<file path="config.mk">
export PLATFORM = sky130hd
export DESIGN_NAME = elevator_scheduler
export DESIGN_NICKNAME = d
export VERILOG_FILES = /design/src/rtl/elevator_scheduler.sv
export SDC_FILE = /design/constraint.sdc
export NUM_CORES = 1
export LEC_CHECK = 0
export CAP_MARGIN = 30
export CORE_UTILIZATION = 54
export CTS_BUF_LIST = sky130_fd_sc_hd__clkbuf_4 sky130_fd_sc_hd__clkbuf_8
export CTS_CLUSTER_SIZE = 10
export DETAILED_ROUTE_END_ITERATION = 16
export PLACE_DENSITY = 0.85
export SLEW_MARGIN = 0
export SYNTH_ARGS = -nofsm -noshare
export SYNTH_HDL_FRONTEND = slang
export SYNTH_SLANG_ARGS = --single-unit
</file>
<file path="constraint.sdc">
create_clock -name CP -period 4.54 [get_ports CP]
set_clock_uncertainty 0.2 [all_clocks]
set_input_delay 0.908 -clock CP [delete_from_list [all_inputs] [get_ports CP]]
set_output_delay 0.908 -clock CP [all_outputs]
set_load 0.01 [all_outputs]
</file>
<file path="src/rtl/elevator_scheduler.sv">
// ---------------------------------------------------------------------------
// elevator_scheduler
// Central sequencing FSM for a 4-storey elevator controller. It latches floor
// calls, picks the travel direction with a SCAN policy, drives the run timer
// (mv2nxt/endRun) and the door timer (opendoor/endOpen), and tracks the floor.
//
// Ports:
//   CP        in   1  controller clock, rising edge
//   nCR       in   1  asynchronous active-low reset
//   req       in   4  floor call buttons, one bit per floor (level)
//   endRun    in   1  run-timer done (may be held for several cycles)
//   endOpen   in   1  door-timer done
//   mv2nxt    out  1  run-timer enable (RUN and ARRIVE)
//   opendoor  out  1  door-timer enable (DOOR)
//   floor     out  2  current floor 0..3
//   dir       out  1  1 = up, 0 = down
//   pend      out  4  latched pending requests
//   busy      out  1  state is not IDLE
//
// Optional feature: define HOME_RETURN_EN to return the car to HOME_FLOOR
// after IDLE_TICKS idle cycles with nothing pending. Without the macro the
// car stays at its last floor indefinitely.
// ---------------------------------------------------------------------------
module elevator_scheduler #(
   parameter int unsigned HOME_FLOOR = 0,
   parameter int unsigned IDLE_TICKS = 32
) (
   input  logic       CP,
   input  logic       nCR,
   input  logic [3:0] req,
   input  logic       endRun,
   input  logic       endOpen,
   output logic       mv2nxt,
   output logic       opendoor,
   output logic [1:0] floor,
   output logic       dir,
   output logic [3:0] pend,
   output logic       busy
);

   localparam int unsigned NUM_FLOORS = 4;
   localparam int unsigned FLOOR_W    = 2;
   localparam int unsigned CNT_W      = 8;

   localparam logic [FLOOR_W-1:0] HOME_FL   = FLOOR_W'(HOME_FLOOR);
   localparam logic [CNT_W-1:0]   TICKS     = CNT_W'(IDLE_TICKS);
   localparam logic [FLOOR_W-1:0] TOP_FLOOR = FLOOR_W'(NUM_FLOORS - 1);

   typedef enum logic [1:0] {
      S_IDLE   = 2'd0,
      S_RUN    = 2'd1,
      S_ARRIVE = 2'd2,
      S_DOOR   = 2'd3
   } state_t;

   state_t                  state_q, state_d;
   logic [FLOOR_W-1:0]      floor_q, floor_d;
   logic                    dir_q, dir_d;
   logic [NUM_FLOORS-1:0]   pend_q, pend_d;
   logic                    endrun_q, endopen_q;
   logic                    mv2nxt_q, mv2nxt_d;
   logic                    opendoor_q, opendoor_d;
   logic                    busy_q, busy_d;

   logic                    run_ev, open_ev;
   logic [NUM_FLOORS-1:0]   clr, above, below;
   logic                    at_floor, any_above, any_below, ahead;
   logic                    at_top, at_bot;

`ifdef HOME_RETURN_EN
   logic [CNT_W-1:0]        idle_cnt_q, idle_cnt_d;
   logic                    home_q, home_d;
`else
   logic                    unused_cfg;
   assign unused_cfg = ^{HOME_FL, TICKS};
`endif

   // Rising-edge events of the timer done flags
   assign run_ev  = endRun  & ~endrun_q;
   assign open_ev = endOpen & ~endopen_q;

   // Request latch; the door clears its own floor and wins over a new set
   always_comb begin
      clr = '0;
      if (state_q == S_DOOR) begin
         clr = NUM_FLOORS'(1) << floor_q;
      end
      pend_d = (pend_q | req) & ~clr;
   end

   // Pending requests strictly above / below the car
   always_comb begin
      above = '0;
      below = '0;
      for (int i = 0; i < NUM_FLOORS; i++) begin
         above[i] = pend_q[i] && (FLOOR_W'(i) > floor_q);
         below[i] = pend_q[i] && (FLOOR_W'(i) < floor_q);
      end
   end

   assign at_floor  = pend_q[floor_q];
   assign any_above = |above;
   assign any_below = |below;
   assign ahead     = dir_q ? any_above : any_below;
   assign at_top    = (floor_q == TOP_FLOOR);
   assign at_bot    = (floor_q == '0);

   // Next-state and registered-output logic
   always_comb begin
      state_d = state_q;
      floor_d = floor_q;
      dir_d   = dir_q;
`ifdef HOME_RETURN_EN
      idle_cnt_d = '0;
      home_d     = home_q;
`endif

      unique case (state_q)
         S_IDLE: begin
            // Current floor first, then keep the current direction
            if (at_floor) begin
               state_d = S_DOOR;
            end else if ((dir_q && any_above) || (!dir_q && !any_below && any_above)) begin
               dir_d   = 1'b1;
               state_d = S_RUN;
            end else if (any_below) begin
               dir_d   = 1'b0;
               state_d = S_RUN;
`ifdef HOME_RETURN_EN
            end else if (floor_q != HOME_FL) begin
               // Nothing pending here: count toward the home-return trip
               idle_cnt_d = idle_cnt_q + CNT_W'(1);
               if (idle_cnt_d == TICKS) begin
                  idle_cnt_d = '0;
                  dir_d      = (HOME_FL > floor_q);
                  home_d     = 1'b1;
                  state_d    = S_RUN;
               end
`endif
            end
         end

         S_RUN: begin
            if (run_ev) begin
               // A move past either end is dropped and the car settles
               if ((dir_q && at_top) || (!dir_q && at_bot)) begin
                  state_d = S_IDLE;
`ifdef HOME_RETURN_EN
                  home_d  = 1'b0;
`endif
               end else begin
                  floor_d = dir_q ? (floor_q + FLOOR_W'(1)) : (floor_q - FLOOR_W'(1));
                  state_d = S_ARRIVE;
               end
            end
         end

         // Decide on the freshly updated floor
         S_ARRIVE: begin
            if (at_floor) begin
               state_d = S_DOOR;
`ifdef HOME_RETURN_EN
               home_d  = 1'b0;
`endif
            end else if (ahead) begin
               state_d = S_RUN;
`ifdef HOME_RETURN_EN
            end else if (home_q && (floor_q != HOME_FL)) begin
               state_d = S_RUN;
`endif
            end else begin
               state_d = S_IDLE;
`ifdef HOME_RETURN_EN
               home_d  = 1'b0;
`endif
            end
         end

         S_DOOR: begin
            if (open_ev) begin
               state_d = S_IDLE;
            end
         end

         default: begin
            state_d = S_IDLE;
         end
      endcase

      mv2nxt_d   = (state_d == S_RUN) || (state_d == S_ARRIVE);
      opendoor_d = (state_d == S_DOOR);
      busy_d     = (state_d != S_IDLE);
   end

   // State and datapath registers
   always_ff @(posedge CP or negedge nCR) begin
      if (!nCR) begin
         state_q    <= S_IDLE;
         floor_q    <= '0;
         dir_q      <= 1'b1;
         pend_q     <= '0;
         endrun_q   <= 1'b0;
         endopen_q  <= 1'b0;
         mv2nxt_q   <= 1'b0;
         opendoor_q <= 1'b0;
         busy_q     <= 1'b0;
`ifdef HOME_RETURN_EN
         idle_cnt_q <= '0;
         home_q     <= 1'b0;
`endif
      end else begin
         state_q    <= state_d;
         floor_q    <= floor_d;
         dir_q      <= dir_d;
         pend_q     <= pend_d;
         endrun_q   <= endRun;
         endopen_q  <= endOpen;
         mv2nxt_q   <= mv2nxt_d;
         opendoor_q <= opendoor_d;
         busy_q     <= busy_d;
`ifdef HOME_RETURN_EN
         idle_cnt_q <= idle_cnt_d;
         home_q     <= home_d;
`endif
      end
   end

   assign mv2nxt   = mv2nxt_q;
   assign opendoor = opendoor_q;
   assign floor    = floor_q;
   assign dir      = dir_q;
   assign pend     = pend_q;
   assign busy     = busy_q;

endmodule

</file>
==> out/metrics.cfg <==
[run_status]
status = completed

[synthesis]
synth-seq-cells = 14
yosys.cell_types.count = 30
synth.net_count = 88
synth_top_cell_by_area = sky130_fd_sc_hd__dfrtp_1
yosys.area.top_type_share_pct = 41.14
post_synth_main_area_contributors = sky130_fd_sc_hd__dfrtp_1 (41%), sky130_fd_sc_hd__ha_1 (13%), sky130_fd_sc_hd__a31oi_1 (4.0%), sky130_fd_sc_hd__mux2i_1 (3.8%), sky130_fd_sc_hd__dfstp_2 (3.3%)
synthesis.instances = 72
synthesis.yosys.warnings = 0
seq_area_frac_synth_pct = 44.46
synth_ff_type = sky130_fd_sc_hd__dfrtp_1
synthesis.area_um2 = 790.8
syn_avg_cell_area_um2 = 10.98
synth-async-reset-ratio_pct = 100.0
synth-edff-count = 0

[global_routing]
grt_start_max_net_pins = 15
grt.overflow.total = 0
grt_util_met1_pct = 27.82
grt_first_pass_wirelength_um = 2194
grtUsageMet3_pct = 5.000
grt_util_met2_pct = 32.66
grt_pass1_vias = 506
grt_util_all_layers_pct = 21.85
grt_antenna_before_repair = 0
gr-max-usage-layer = met2

[sta]
final-setup-viol-count = 0
setup-tns-final_ns = 0
worst_slew_margin_rel_pct = 58.58
grt_setup_unrepaired = false
worst_setup_slack_after_layout_ns = 1.957
clock.fmax_mhz = 387.2
worst-slew-pin-transition_ns = 0.6194
finalHoldViolCount = 0
period_needed_ns = 2.583
layout_worst_path_cycle_share_pct = 56.89
final-max-slew-violation-count = 0

[cts]
post_cts.repair.setup_buffers = 0
cts-buffers-inserted = 3
h_tree_level_count = 1
cts_sinks = 14
tritoncts = built
clockBufferDepth = 2
clkTransAtPathRegs_ns = 0.09
worstSkewPairLatency_ns = 0.29
cts.hold.buffers_added = 0
clk_root_buffer_cell = sky130_fd_sc_hd__clkbuf_4
post_cts.resized_instances = 0

[power_and_ir_drop]
internal_power_mw = 0.3761
net-switching-power_mw = 0.2550
share_clk_of_total_power_pct = 14.8
power.combinational.fraction_pct = 46.8
switching_share_pct = 40.41
power.ir.vdd_worst_uv = 359.6
power.density_cell_area_nw_per_um2 = 643.3
sequential_power_share_pct = 38.4
p_total_mw = 0.6311
total_leakage_power_nw = 0.4364

[setup_path]
worstPathRequired_ns = 3.43
critical_path.max_fanout = 7
reg2reg_slack_ns = 2.11
launch_instance_of_the_worst_register_to_register_path = floor[0]
critical_path.slowest_cell = sky130_fd_sc_hd__dfstp_2
worstRegToRegCells = 6
worstSetupPathType = reg -> out
critPathMaxStageDelay_ns = 0.62
family_of_cells_with_the_greatest_summed_delay_on_the_critical_path = flip-flops
path_cells = clkdlybuf4s50_1
cp-end-kind = output port
worst-path-buf-inv = 1
regToRegEndpoint = mv2nxt
worstPathArrival_ns = 1.47
crit_path_start_kind = flop

[layout]
finish.net_count = 106
most-common-layout-cells = sky130_fd_sc_hd__clkdlybuf4s50_1 (17), sky130_fd_sc_hd__dfrtp_1 (13), sky130_fd_sc_hd__ha_1 (8)
drive_above_1_share_pct = 10.11
layout-area-overhead-vs-synth_pct = 24.05
multi_input_gate_area_um2 = 381.6
finalCoreUtilization_pct = 73.55
ff_latch_area_um2 = 351.6
antenna-diode-count = 0
layout.filler_cells = 97
layout_commonest_cell = sky130_fd_sc_hd__clkdlybuf4s50_1

[routing]
drt_first_iter_violations = 12
detail_route.vias_per_cell = 5.779
route.detailed.drc = 0
wl_um = 1480
drtAntennaViolNets = 0
vias = 601
route.detailed.wl_per_inst_um = 14.23
firstDrtPassIters = 4

[place]
worst_slack_placed_ns = 1.690
place.gp.congestion = 0.7731
detailed_place_hpwl_um = 1042
port_buffers = 17

[floorplanning]
die_w_um = 40.27
initial_utilization_pct = 59.29
floorplan.io_pins = 18
die-area_um2 = 1621
die_h_um = 40.27
row_count = 13
placeableCoreArea_um2 = 1334

[worst_hold_path]
hold-path-cell-count = 2
min_from = dir
min_path_type = reg -> reg
whs_endpoint = dir

[job]
max_cap_viol_count = 0

worst max path at each step:
stage,start,endpoint,cells after the start
finish,dir,dir,1
global route,dir,dir,1
CTS,dir,dir,1
detailed placement,endRun,mv2nxt,6
global placement,endRun,mv2nxt,6
floorplan,endRun,mv2nxt,5
registers in the layout, summed over array words and instances (netlist names):
name	flops
busy	1
dir	1
endopen_q	1
endrun_q	1
floor	2
mv2nxt	1
opendoor	1
pend	4
state_q	2
worst reg2reg max path, cell delays in order, from the launching register on:
cell                       delay (ns)
sky130_fd_sc_hd__dfrtp_1         0.55
sky130_fd_sc_hd__inv_1           0.16
sky130_fd_sc_hd__ha_1            0.26
sky130_fd_sc_hd__o221ai_1        0.34
sky130_fd_sc_hd__o32ai_1         0.17
sky130_fd_sc_hd__a221o_1         0.35
sky130_fd_sc_hd__ha_1            0.29
power groups by stage:
stage                     Sequential (mW)  Combinational (mW)  Clock [mW]
after floorplan                     0.229               0.203           0
after global placement              0.243               0.284           0
after detailed placement            0.244               0.293           0
after CTS                           0.242               0.295      0.0946
after global routing                0.252               0.326       0.101
final                               0.243               0.295      0.0935
stage by stage:
step	instance area (um^2)	cells	hold WS [ns]
final	980.9	104	0.3516
after global routing	980.9	104	0.3897
after CTS	980.9	104	0.3493
after detailed placement	944.7	100	0.3319
after global placement	944.7	100	0.3279
after floorplan	790.8	72	0.3868
kinds of logic (layout without fill, tap and decap cells):
family | count (synthesis) | in the layout | synth area share, %
AND/OR/NAND/NOR | 17 | 17 | 11.08
AO/OA/AOI/OAI | 16 | 16 | 15.35
flip-flops | 14 | 14 | 44.46
buffers and inverters | 10 | 27 | 7.278
adder cells (fa/ha/maj) | 8 | 8 | 12.66
multiplexers | 5 | 5 | 6.962
XOR/XNOR | 2 | 2 | 2.216
cell type report:
cell class,count,area share (%)
flip-flops and latches,14,35.84
multi-input cells,48,38.90
well taps,15,1.913
repair buffers,17,17.35
inverters,6,2.296
clock buffers,4,3.699
metal layers:
metal  share of wire, %  vias up
li1                   -      294
met1                 47      287
met2                 46       16
met3                4.2        4
met4                3.2        0
met5                  0        -
cell usage after synthesis (2+ instances only):
cell                      count
sky130_fd_sc_hd__a31oi_1      5
sky130_fd_sc_hd__nor2b_1      2
sky130_fd_sc_hd__nand2_1      4
sky130_fd_sc_hd__dfrtp_1     13
sky130_fd_sc_hd__ha_1         8
sky130_fd_sc_hd__a221o_1      2
sky130_fd_sc_hd__mux2i_1      3
sky130_fd_sc_hd__buf_6        2
sky130_fd_sc_hd__inv_1        6
sky130_fd_sc_hd__nor2_1       7
Power figures use the tool's default switching activity.
